## config.mk

```make
export PLATFORM = sky130hd
export DESIGN_NAME = synapse_array_ctrl
export DESIGN_NICKNAME = d
export VERILOG_FILES = /design/src/rtl/synapse_array_ctrl.sv
export SDC_FILE = /design/constraint.sdc
export NUM_CORES = 1
export LEC_CHECK = 0
export ABC_CLOCK_PERIOD_IN_PS = 5400
export CAP_MARGIN = 20
export CORE_MARGIN = 2
export CORE_UTILIZATION = 30
export CTS_BUF_LIST = sky130_fd_sc_hd__clkbuf_8 sky130_fd_sc_hd__clkbuf_16
export DETAILED_ROUTE_END_ITERATION = 16
export PLACE_DENSITY = 0.57
export SYNTH_ARGS = -nofsm -noshare
export SYNTH_HDL_FRONTEND = slang
export SYNTH_SLANG_ARGS = --single-unit
```

## constraint.sdc

```tcl
create_clock -name clk -period 5.4 [get_ports clk]
set_input_delay 1.08 -clock clk [delete_from_list [all_inputs] [get_ports clk]]
set_output_delay 1.08 -clock clk [all_outputs]
set_load 0.02 [all_outputs]
```

## src/rtl/synapse_array_ctrl.sv

```systemverilog
// Synapse array controller: sequences fixed-length spiking windows and double-buffers
// weight/threshold configuration so active values only change on window boundaries.
package neuron_pkg;
  typedef logic [7:0] weight_t;
endpackage

module synapse_array_ctrl
  import neuron_pkg::*;
#(
  parameter int NUM_SYN    = 8,
  parameter int WINDOW_LEN = 48
) (
  input  logic                       clk,
  input  logic                       rst_n,
  input  logic                       enable,
  input  logic                       cfg_valid,
  output logic                       cfg_ready,
  input  logic                       cfg_sel_thresh,
  input  logic [$clog2(NUM_SYN)-1:0] cfg_addr,
  input  weight_t                    cfg_data,
  output weight_t [NUM_SYN-1:0]      weight_o,
  output weight_t                    threshold_o,
  output logic                       syn_clear,
  output logic                       win_start,
  output logic                       win_end,
  output logic [15:0]                win_count,
  output logic                       busy,
  output logic                       cfg_pending
);

  localparam int              CW   = $clog2(WINDOW_LEN);
  localparam logic [CW-1:0]   LAST = CW'(WINDOW_LEN - 1);

  typedef enum logic [1:0] {S_IDLE, S_RUN, S_STOP_PEND} state_t;

  state_t                r_state, w_next;
  logic                  r_live;
  logic [CW-1:0]         r_cyc;
  logic [15:0]           r_win_count;
  weight_t [NUM_SYN-1:0] r_weight, r_shadow_w;
  weight_t               r_thresh, r_shadow_t;
  logic                  r_pending;
  logic                  w_last, w_accept, w_wr_ok;

  assign w_last = (r_cyc == LAST);

  // NOTE: sequential state uses non-blocking assignments so every register samples pre-edge values.
  always_ff @(posedge clk or negedge rst_n) begin
    if (!rst_n) r_state <= S_IDLE;
    else        r_state <= w_next;
  end

  // NOTE: default assignment first keeps this combinational block free of inferred latches.
  always_comb begin
    w_next = r_state;
    unique case (r_state)
      S_IDLE:      if (enable && r_live) w_next = S_RUN;
      S_RUN:       if (!enable)          w_next = w_last ? S_IDLE : S_STOP_PEND;
      S_STOP_PEND: begin
        if (enable)      w_next = S_RUN;
        else if (w_last) w_next = S_IDLE;
      end
      default:     w_next = S_IDLE;
    endcase
  end

  // r_live holds cfg_ready and window entry low until the first edge after reset release.
  always_comb begin
    busy      = (r_state != S_IDLE);
    win_start = busy && (r_cyc == '0);
    win_end   = busy && w_last;
    syn_clear = ((r_state == S_IDLE) && enable && r_live) || win_end;
    cfg_ready = r_live && !win_end;
  end

  always_ff @(posedge clk or negedge rst_n) begin
    if (!rst_n) begin
      r_live      <= 1'b0;
      r_cyc       <= '0;
      r_win_count <= '0;
    end else begin
      r_live <= 1'b1;
      if (r_state == S_IDLE || w_last) r_cyc <= '0;
      else                             r_cyc <= r_cyc + 1'b1;
      if (win_end) r_win_count <= r_win_count + 16'd1;
    end
  end

  assign w_accept = cfg_valid && cfg_ready;
  assign w_wr_ok  = cfg_sel_thresh || (int'(cfg_addr) < NUM_SYN);

  // NOTE: active and shadow banks are reset explicitly because downstream synapses rely on zeroed weights.
  always_ff @(posedge clk or negedge rst_n) begin
    if (!rst_n) begin
      r_weight   <= '0;
      r_shadow_w <= '0;
      r_thresh   <= '0;
      r_shadow_t <= '0;
      r_pending  <= 1'b0;
    end else if (win_end) begin
      if (r_pending) begin
        r_weight  <= r_shadow_w;
        r_thresh  <= r_shadow_t;
        r_pending <= 1'b0;
      end
    end else if (w_accept && w_wr_ok) begin
      // Shadow always takes the write so it keeps mirroring active plus queued updates.
      if (cfg_sel_thresh) r_shadow_t           <= cfg_data;
      else                r_shadow_w[cfg_addr] <= cfg_data;
      if (r_state == S_IDLE) begin
        if (cfg_sel_thresh) r_thresh           <= cfg_data;
        else                r_weight[cfg_addr] <= cfg_data;
      end else begin
        r_pending <= 1'b1;
      end
    end
  end

  assign weight_o    = r_weight;
  assign threshold_o = r_thresh;
  assign win_count   = r_win_count;
  assign cfg_pending = r_pending;

endmodule

```

Word-level counts from Yosys, hierarchy flattened --
Index checks and enable logic that the tools add are counted. Widths: inputs -> output; s select.
Word-level totals: bits in registers 170, input bits 16, output and inout port bits 94, word-level logic and storage cells 85
Operators by class: add/subtract/negate cells 2, magnitude comparators 2, equal/unequal tests 9, mux-type cells 24, bitwise logic cells 2, reductions and logical operators 23
Operators with widths (count):
- $mux 64 | 5
- $bwmux 64 | 2
- $mux 8 | 6
- $demux 8 s3 | 1
- $add 16x1->16 const B | 1
- $mux 2 | 5
- $reduce_and 3->1 | 3
- $logic_and 1x1->1 | 8
- $reduce_and 4->1 | 2
- $reduce_bool 2->1 | 4
- $add 6x1->6 const B | 1
- $eq 6x6->1 const B | 1
- $logic_not 6->1 | 1
- $mux 6 | 1
- $ne 2x2->1 const B | 3
- $pmux 2 s3 | 1
- $lt 3x4->1 const B | 1
- $ne 2x1->1 const B | 2
- $ge 3x1->1 const B | 1
- $mux 1 | 3
- $ne 3x3->1 const B | 1
- $eq 2x1->1 const B | 1
- $eq 2x2->1 const B | 1
- $logic_not 2->1 | 1
- other kinds (4) | 6

Longest topological paths before layout --
word-level depth 9, mapped depth 9, mapped depth without buffers 6

Worst setup path after synthesis --
Ideal clock, no wire load.
path type reg-to-output, start reg r_cyc[0], end out cfg_ready, arrival time 1.805 ns, data required time 4.320 ns, slack 2.515 ns, stages on the path, launching flop included 8, buffers on the path 3, path through dfrtp_1 -> ha_1 -> and3_1 -> buf_4 -> nand3_2 -> buf_2 -> buf_1 -> and2_1
Between the ends: longest elaborated chain between the ends 4
Ends and longest elaborated chain:
- start: declaration | line 38 | logic [CW-1:0] r_cyc;
- start signal: assignment | line 84 | else r_cyc <= r_cyc + 1'b1;
- $eq 6x6->1 | line 45 | assign w_last = (r_cyc == LAST);
- $logic_and 1x1->1 | line 71 | win_end = busy && w_last;
- $logic_not 1->1 | line 73 | cfg_ready = r_live && !win_end;
- $logic_and 1x1->1 | line 73
- end: declaration | line 17 | output logic cfg_ready,
Every way passes these cells.

Final worst setup path --
start reg r_state[1], end out cfg_ready
Between the ends: longest elaborated chain between the ends 4
Ends and longest elaborated chain:
- start: declaration | line 36 | state_t r_state, w_next;
- start signal: assignment | line 50 | else r_state <= w_next;
- $reduce_bool 2->1 | line 69 | busy = (r_state != S_IDLE);
- $logic_and 1x1->1 | line 71
- $logic_not 1->1 | line 73
- $logic_and 1x1->1 | line 73
Every way passes these cells.

==> reports/metrics.cfg <==
[floorplan]
die-width_um = 160
ios = 110
rows = 56
die_h_um = 160
start_util_pct = 30.7
core_um2 = 23600
die_area_um2 = 25500

[run_status]
status = finished clean

[grt]
grt_pass1_wl_um = 30500
grt-ovfl-total = 0
first_global_vias = 5316
grt_usage_pct = 15.3
antenna_found_initial = 1
grt_max_degree = 99

[timing]
slew_headroom_pct = 37.5
max_freq_mhz = 239
finClkSkew_ns = 0.0107
period_needed_ns = 4.19
layout_worst_path_cycle_share_pct = 77.6
hold_viol_final = 0
setup_viol_count_final = 0
rsz0062_at_grt = no
tightestPinTransition_ns = 0.934
final_max_slew_viol_count = 0
hold_slack_ns = 0.478
worst_slack_ns = 1.21
fin_tns_setup_ns = 0

[logic_synthesis]
synth_area_per_cell_um2 = 13.1
synth.yosys.warnings = 0
synthFlopType = dfrtp_1
synth_cells = 554
yosys.area.top_type_share_pct = 58.6
yosysUniqueCellTypes = 45
netlist_area_um2 = 7260
synth-edff-count = 0
ys_ff_latch = 170
ys_top_cells_by_area = dfrtp_1 59%, mux2_2 13%, a2bb2oi_1 6.8%
yosysTopAreaCell = dfrtp_1
async_flop_share_pct = 100
ys_seq_area_share_pct = 58.6
synthesis.nets = 573

[power_and_ir_drop]
peakVddDrop_uv = 184
power.density_nw_per_um2 = 420
power_leakage_nw = 3.92
swShare_pct = 29.0
seqPwrFrac_pct = 43.6
pwr-share-clk_pct = 32.9
power_mw = 3.88
p_int_mw = 2.75
p_sw_mw = 1.13
p_comb_share_pct = 23.5

[worst_hold_path]
hold_class = register to register
min_path_cells = 1

[place]
globalplace.congestion = 0.739
placed_cell_area_um2 = 8630
pre_cts_ws_ns = 1.66
placed_cells = 945
dp_hpwl_um = 12400
io_buffers = 109

[cells_and_area]
final_cell_area_um2 = 9240
diodes = 0
fill_cells = 2247
fin_util_pct = 39.1
area_growth_pct = 27.4
instances_no_fill = 977
final_net_count = 664
layout-drive-gt1-share_pct = 21.7

[setup_path]
critical-path-max-stage-delay_ns = 0.69
startpoint_type = register
path_max_fanout = 77
worstPathRequired_ns = 4.32
worstSetupPathType = register to primary output
cp_slowest_cell = buf_4
cp_data_arrival_time_ns = 3.11
path_cells = nor2_4, inv_1, nand3_2, buf_4, and2_1, clkdlybuf4s50_1
end_kind = primary output
reg2regPathDepth = 6

[job]
cap_violations = 0

[cts]
cts_tree = yes
hold_buffers = 0
cts_buffers = 17
htree_levels = 4
clock_latency_ns = 0.42
ctsResizeCount = 0
cts_setup_buffers = 0
clkSinkCount = 170
clockBufferDepth = 2
clk_pin_slew_worst_paths_ns = 0.07
cts_root_buf = clkbuf_16

[route]
routed_wl_um = 19100
wl_per_cell_um = 19.5
routed_via_density = 5.18
ant_nets = 0
dr.pass1.iters = 4
drtIter0Drc = 242
drc = 0
vias = 5065

## Yosys cell counts, types with 8 or more instances
cell type  instances
o22ai_1           64
and3_1             8
buf_1             12
mux2_2            83
clkbuf_1          18
nand3_1            8
dfrtp_1          170
a2bb2oi_1         56
nand2_1           13
nand4_1           10
nor2_1            11
xnor2_1           16
o2bb2a_1           9
## kinds of logic after synthesis
group | count (synthesis) | synth area share [%]
simple gates | 77 | 6.09
compound gates | 151 | 16.2
buf+inv | 45 | 2.60
xor+xnor | 19 | 2.29
fa+ha+maj | 3 | 0.517
mux | 88 | 13.7
other cells | 1 | 0.0517
flops | 170 | 58.6
## power by group through the flow
stage	Combinational (mW)	Sequential, mW	Clock (mW)
2_1_floorplan	0.305	1.87	0
3_3_place_gp	0.908	1.71	0
3_5_place_dp	0.921	1.72	0
4_1_cts	0.928	1.70	1.30
5_1_grt	0.972	1.73	1.37
6_report	0.913	1.69	1.28
## layout by cell type (no fill, tap or decap), types with 4 or more instances in the layout
master	count
a22oi_1	7
nor2_2	7
clkbuf_16	17
inv_1	5
xnor2_1	16
nor3_1	4
mux2_2	83
nand2_1	12
clkdlybuf4s50_1	108
dfrtp_1	170
o2bb2a_1	9
nand3_1	8
a31o_2	6
nor2_1	11
mux2_1	5
inv_6	6
o22ai_1	64
a2bb2oi_1	56
and3_1	8
nand4_1	10
## state kept, by name, indices dropped and copies added (netlist names)
name / cells
r_shadow_t: 8
threshold_o: 8
r_state: 2
r_live: 1
r_cyc: 6
weight_o: 64
win_count: 16
cfg_pending: 1
r_shadow_w: 64
## worst max-delay path, delay by kind of cell (launching register included)
family	cells	cell delay, ns
DFF	1	0.44
and+or+nand+nor	3	0.65
buffers and inverters	3	1.60
## layer usage
| layer | track usage (%) | up-vias | wire length, um |
|---|---|---|---|
| met5 | 0 | - | 13 |
| met2 | 24.9 | 144 | 9140 |
| li1 | - | 2285 | - |
| met3 | 4.61 | 12 | 1060 |
| met1 | 19.9 | 2622 | 8660 |
| met4 | 3.88 | 2 | 184 |
## path summary, 6_finish.rpt
kind / startpoint / endpoint / slack (ns)
max: r_state[1] / cfg_ready / 1.21
min: win_count[15] / win_count[15] / 0.48
max reg2reg: r_state[1] / r_shadow_w[6] / 2.50
min reg2reg: win_count[15] / win_count[15] / 0.48
max in group asynchronous: rst_n / r_shadow_w[44] / 3.73
min in group asynchronous: rst_n / weight_o[0] / 0.77
## final cells by class
type / count / area [um^2] / share of cell area [%]
clock inverters: 15 / 189 / 2.04
multi-input cells: 339 / 2820 / 30.5
repair buffers: 112 / 1140 / 12.3
flip-flops and latches: 170 / 4250 / 46.0
inverters: 5 / 18.8 / 0.203
clock buffers: 17 / 425 / 4.60
well taps: 319 / 399 / 4.32
No activity file was read; power rests on OpenSTA's default activity.
